## src/rtl/uart_pkg.sv

```systemverilog
// uart_pkg: shared types and constants for the UART transmitter peripheral
package uart_pkg;
  typedef enum logic [1:0] {IDLE, START, DATA, STOP} tx_state_t;
  localparam int CON_IRQ_EN = 0;
  localparam int CON_BUSY = 1;
  localparam int CON_DONE = 2;
  localparam int CON_OVF = 3;
  localparam int CON_EMPTY = 4;
  localparam int CON_FULL = 5;
  localparam logic [31:0] ADDR_TXD_DEF = 32'h4000_0018;
  localparam logic [31:0] ADDR_CON_DEF = 32'h4000_0020;
endpackage

```

## src/rtl/uart_tx_fifo.sv

```systemverilog
// uart_tx_fifo: synchronous byte FIFO; a push while full is accepted only alongside a pop
module uart_tx_fifo #(
  parameter int DEPTH = 4,
  parameter int W = 8
) (
  input  logic         reset,
  input  logic         clk,
  input  logic         push,
  input  logic         pop,
  input  logic [W-1:0] din,
  output logic [W-1:0] dout,
  output logic         full,
  output logic         empty
);
  localparam int AW = $clog2(DEPTH);
  logic [W-1:0] mem [DEPTH];
  logic [AW-1:0] wp, rp;
  logic [AW:0] n;
  logic do_push, do_pop;
  assign do_pop = pop && !empty;
  assign do_push = push && (!full || do_pop);
  assign full = n == (AW+1)'(DEPTH);
  assign empty = n == '0;
  assign dout = mem[rp];
  always_ff @(posedge clk or negedge reset)
    if (!reset) begin
      wp <= '0;
      rp <= '0;
      n <= '0;
    end else begin
      if (do_push) wp <= wp + 1'b1;
      if (do_pop) rp <= rp + 1'b1;
      n <= n + (AW+1)'(do_push) - (AW+1)'(do_pop);
    end
  always_ff @(posedge clk)
    if (do_push) mem[wp] <= din;
endmodule

```

## src/rtl/uart_tx_port.sv

```systemverilog
// uart_tx_port: memory-mapped 8N1 UART transmitter with FIFO and frame-done interrupt.
// Define UART_TX_IRQ_EN to implement the irq_en register and the irq output.
module uart_tx_port
  import uart_pkg::*;
#(
  parameter int BAUD_DIV = 10417,
  parameter int FIFO_DEPTH = 4,
  parameter logic [31:0] ADDR_TXD = ADDR_TXD_DEF,
  parameter logic [31:0] ADDR_CON = ADDR_CON_DEF
) (
  input  logic        reset,
  input  logic        clk,
  input  logic        rd,
  input  logic        wr,
  input  logic [31:0] addr,
  input  logic [31:0] wdata,
  output logic [31:0] rdata,
  output logic        tx,
  output logic        irq
);
  localparam logic [15:0] LAST = 16'(BAUD_DIV - 1);
  tx_state_t state, state_n;
  logic wr_txd, wr_con, full, empty, pop, bit_end, frame_end, busy;
  logic done, ovf, irq_en, unused;
  logic [7:0] head, sh;
  logic [15:0] cnt;
  logic [2:0] idx;
  logic [31:0] con;
  assign wr_txd = wr && addr == ADDR_TXD;
  assign wr_con = wr && addr == ADDR_CON;
  assign bit_end = cnt == LAST;
  uart_tx_fifo #(.DEPTH(FIFO_DEPTH), .W(8)) fifo (
    .reset(reset),
    .clk(clk),
    .push(wr_txd),
    .pop(pop),
    .din(wdata[7:0]),
    .dout(head),
    .full(full),
    .empty(empty)
  );
  always_ff @(posedge clk or negedge reset)
    if (!reset) state <= IDLE;
    else state <= state_n;
  always_comb begin
    state_n = state;
    unique case (state)
      IDLE: state_n = empty ? IDLE : START;
      START: state_n = bit_end ? DATA : START;
      DATA: state_n = bit_end && idx == 3'd7 ? STOP : DATA;
      STOP: state_n = !bit_end ? STOP : empty ? IDLE : START;
      default: state_n = IDLE;
    endcase
  end
  always_comb begin
    busy = state != IDLE;
    frame_end = state == STOP && bit_end;
    pop = !empty && (state == IDLE || frame_end);
    tx = state == START ? 1'b0 : state == DATA ? sh[0] : 1'b1;
  end
  always_ff @(posedge clk or negedge reset)
    if (!reset) begin
      cnt <= '0;
      idx <= '0;
      sh <= '0;
      done <= 1'b0;
      ovf <= 1'b0;
    end else begin
      cnt <= !busy || bit_end ? '0 : cnt + 16'd1;
      idx <= state != DATA ? '0 : bit_end ? idx + 3'd1 : idx;
      sh <= pop ? head : state == DATA && bit_end ? sh >> 1 : sh;
      done <= frame_end | (done & ~(wr_con & wdata[2]));
      ovf <= (wr_txd & full & ~pop) | (ovf & ~(wr_con & wdata[3]));
    end
`ifdef UART_TX_IRQ_EN
  always_ff @(posedge clk or negedge reset)
    if (!reset) irq_en <= 1'b0;
    else if (wr_con) irq_en <= wdata[0];
  assign irq = irq_en & done;
  assign unused = ^{wdata[31:8], wdata[7:4], wdata[1]};
`else
  assign irq_en = 1'b0;
  assign irq = 1'b0;
  assign unused = ^{wdata[31:8], wdata[7:4], wdata[1:0]};
`endif
  always_comb begin
    con = '0;
    con[CON_IRQ_EN] = irq_en;
    con[CON_BUSY] = busy;
    con[CON_DONE] = done;
    con[CON_OVF] = ovf;
    con[CON_EMPTY] = empty;
    con[CON_FULL] = full;
    rdata = rd && addr == ADDR_CON ? con : '0;
  end
endmodule

```

## config.mk

```make
export PLATFORM = sky130hd
export DESIGN_NAME = uart_tx_port
export DESIGN_NICKNAME = d
export VERILOG_FILES = /design/src/rtl/uart_pkg.sv /design/src/rtl/uart_tx_fifo.sv /design/src/rtl/uart_tx_port.sv
export SDC_FILE = /design/constraint.sdc
export NUM_CORES = 1
export LEC_CHECK = 0
export ABC_CLOCK_PERIOD_IN_PS = 5200
export CAP_MARGIN = 10
export CORE_AREA = 10 10 88 90
export DETAILED_ROUTE_END_ITERATION = 7
export DIE_AREA = 0 0 98 100
export DONT_BUFFER_PORTS = 1
export PLACE_DENSITY = 0.78
export SLEW_MARGIN = 30
export SYNTH_ARGS = -nofsm -noshare
export SYNTH_HDL_FRONTEND = slang
export SYNTH_SLANG_ARGS = --single-unit
```

## constraint.sdc

```tcl
create_clock -name clk -period 5.2 [get_ports clk]
set_input_delay 1.04 -clock clk [delete_from_list [all_inputs] [get_ports clk]]
set_output_delay 1.04 -clock clk [all_outputs]
set_load 0.05 [all_outputs]
```

==> results.md <==
- Status: finished, final reports clean
- Remaining DRCs: 0
- Slew @ Worst Pin: approximately 0.9 ns
- Antenna cells: 0
- Synth area leaders: edfxtp_1 27%, dfrtp_1 27%, buf_4 6.0%
- Core area: 0.00613 mm²
- TritonCTS Sinks: 70
- Setup crit end kind: primary output
- Worst Hold Class: in -> async
- Aggregate global routing overflow: 0
- Mapped Area: about 0.0035 mm²
- Vias in the first global route: 2078
- Lkg Pwr: 1.51 nW
- Period utilization: just over 70%
- Post-Synthesis Cells: 276
- Die width: 98 µm
- Die area: 0.00980 mm²
- Final Hold Viols: 0
- Post-route worst setup slack: roughly 1.4 ns
- Post-synth EDFFs: 32
- Nets: around 360
- Num CTS Buffers: 9
- Fin crit period: between 3 and 4 ns
- Arrival @ worst endpoint: about 2.7 ns
- Worst-path clk slew: around 0.070 ns
- Unrepaired setup endpoints after global routing: false
- Worst-path maximum fanout: 5
- Synth cell types: 48
- Sequential area share after synthesis: a little over half
- Synthesis warning total: 0
- WP data required: 4.16 ns
- Detailed-route via count: between 1.5k and 2k
- Max VDD drop: 253 µV
- Clock Tree Buf Depth: 2
- Main synth FF type: dfrtp_1
- Syn Area/Cell: 12.7 µm²
- Post-CTS Setup Bufs: 0
- Fin Setup TNS: 0 ns
- Layout cells sized above 1: between 10% and 20%
- # setup viols final: 0
- Power per cell area: between 300 and 400 mW/mm²
- Num rows: 29
- Antenna violations before repair: 0
- Starting Density: between 50% and 60%
- Die Ht: 100 µm
- H-tree depth: 3
- Fin. max-slew vios: 0
- Total iterations of the first detailed-routing run: 4
- IO Pins: ~100
- First DRT Iteration DRCs: 68
- Most common cell after layout, fill and taps aside: dfrtp_1
- Slew HR: approximately two fifths
- Total Routed Length: around 6100 µm
- Root buf cell: clkbuf_8
- Placer Congestion: a little over 0.8
- Overall Global Routing Usage: between 10% and 20%
- Post-route ant nets: 0
- FF+latch count, synth: 70
- Clk_lat worst skew: 0.36 ns
- WS Path Type: in -> out
- Area Overhead vs Synth: 5.63%
- Post-Route Skew: between 0.01 and 0.015 ns
- Post_cts resized: 0
- Detailed Place HPWL: around 4500 µm
- WL per Instance: ~17 µm
- I/O Buffers: 0
- Post-CTS Hold Buffers: 0
- Cell type with the highest aggregate area in the netlist: edfxtp_1
- Crit start category: primary input
- Setup WS pre-CTS: 1.41 ns
- Max Cap Violations: 0
- Top cell type's share of synthesized area: approximately 27%
- Largest net degree at the start of global routing: 39
- TritonCTS clock tree: yes
- Async set-reset flop share out of synthesis: between 50% and 60%
- Global-route wire length before repair: around 10000 µm
- F_max: 266 MHz
- Most frequent cells in the layout: 38 x dfrtp_1, 32 x edfxtp_1, 30 x nor2_1, 28 x conb_1, 16 x inv_1
- Vias/cell: ~5.3
-- worst max-delay path: stages --
cell	delay, ns
nor4_1	0.27
nand4_1	0.20
or3_1	0.47
nor2_1	0.74
-- where the power goes --
part | internal, mW | switching, mW
logic | 0.00154 | 0.0457
clock network | 0.275 | 0.217
registers | 0.579 | 0.000000000290
total | 0.856 | 0.262
-- per-stage QoR --
stage	power (mW)	cells	area [µm²]	utilization, %	hold slack, ns
after detailed placement	0.637	346	3480	56.8	0.480
after floorplan	0.653	303	3610	-	0.455
after global placement	0.636	346	3480	56.7	0.469
final	1.12	362	3710	60.5	0.375
after CTS	1.13	362	3710	60.5	0.354
after global routing	1.16	362	3710	60.5	0.347
-- sequential cells by signal (all words and copies together) (netlist names) --
name and count:
fifo.rp 2, fifo.mem 32, cnt 16, ovf 1
fifo.wp 2, done 1, state 2, idx 3
sh 8, fifo.n 3
-- layer usage --
metal / up-vias / routed length [µm] / track usage [%]
li1: 922 / - / -
met1: 929 / 2280 / 13.1
met2: 45 / 3330 / 22.7
met3: 7 / 413 / 6.25
met4: 0 / 51 / 4.03
met5: - / 0 / 0
-- kinds of logic after synthesis --
logic type / count (synthesis) / share of synthesized area (%)
mux: 21 / 9.76
fa+ha+maj: 11 / 4.13
xor+xnor: 20 / 4.99
buf+inv: 50 / 8.40
compound gates: 17 / 3.78
simple gates: 86 / 14.4
other cells: 1 / 0.107
flops: 70 / 54.4
-- final timing paths --
| path | startpoint | to | slack [ns] | depth (start not counted) |
|---|---|---|---|---|
| setup / recovery | addr[1] | rdata[5] | 1.44 | 4 |
| hold / removal | reset | cnt[15]$_DFF_PN0_ | 0.37 | 0 |
| setup reg to reg | cnt[0]$_DFF_PN0_ | fifo.n[2]$_DFF_PN0_ | 2.11 | 14 |
| hold reg to reg | cnt[0]$_DFF_PN0_ | cnt[0]$_DFF_PN0_ | 0.49 | 1 |
| max in group asynchronous | reset | cnt[11]$_DFF_PN0_ | 4.73 | 0 |
| min in group clk | cnt[0]$_DFF_PN0_ | cnt[0]$_DFF_PN0_ | 0.49 | 1 |
-- cells in the mapped netlist, types with 2 or more instances --
| cell type | number |
|---|---|
| and4bb_2 | 2 |
| a21oi_1 | 4 |
| and4_1 | 2 |
| nand4_1 | 5 |
| buf_2 | 2 |
| or3_1 | 3 |
| edfxtp_1 | 32 |
| mux4_2 | 8 |
| xor2_1 | 11 |
| nor2_1 | 30 |
| inv_1 | 16 |
| dfrtp_1 | 38 |
| xnor2_1 | 9 |
| mux2i_1 | 2 |
| mux2_2 | 5 |
| clkbuf_1 | 3 |
| nor4_1 | 5 |
| nand2_1 | 11 |
| nand3_1 | 8 |
| buf_4 | 28 |
| mux2_4 | 5 |
| and2_1 | 7 |
| o21ai_0 | 4 |
| nor4b_1 | 3 |
| ha_1 | 10 |
-- cell type report --
type                       instances  area (µm²)
clock buffer                       9         124
clock inverter                     7         104
fill                             482        2420
inverter                          16        60.1
multi-input combinational        183        1420
sequential                        70        1910
tap                               77        96.3
Power figures use the tool's default switching activity.
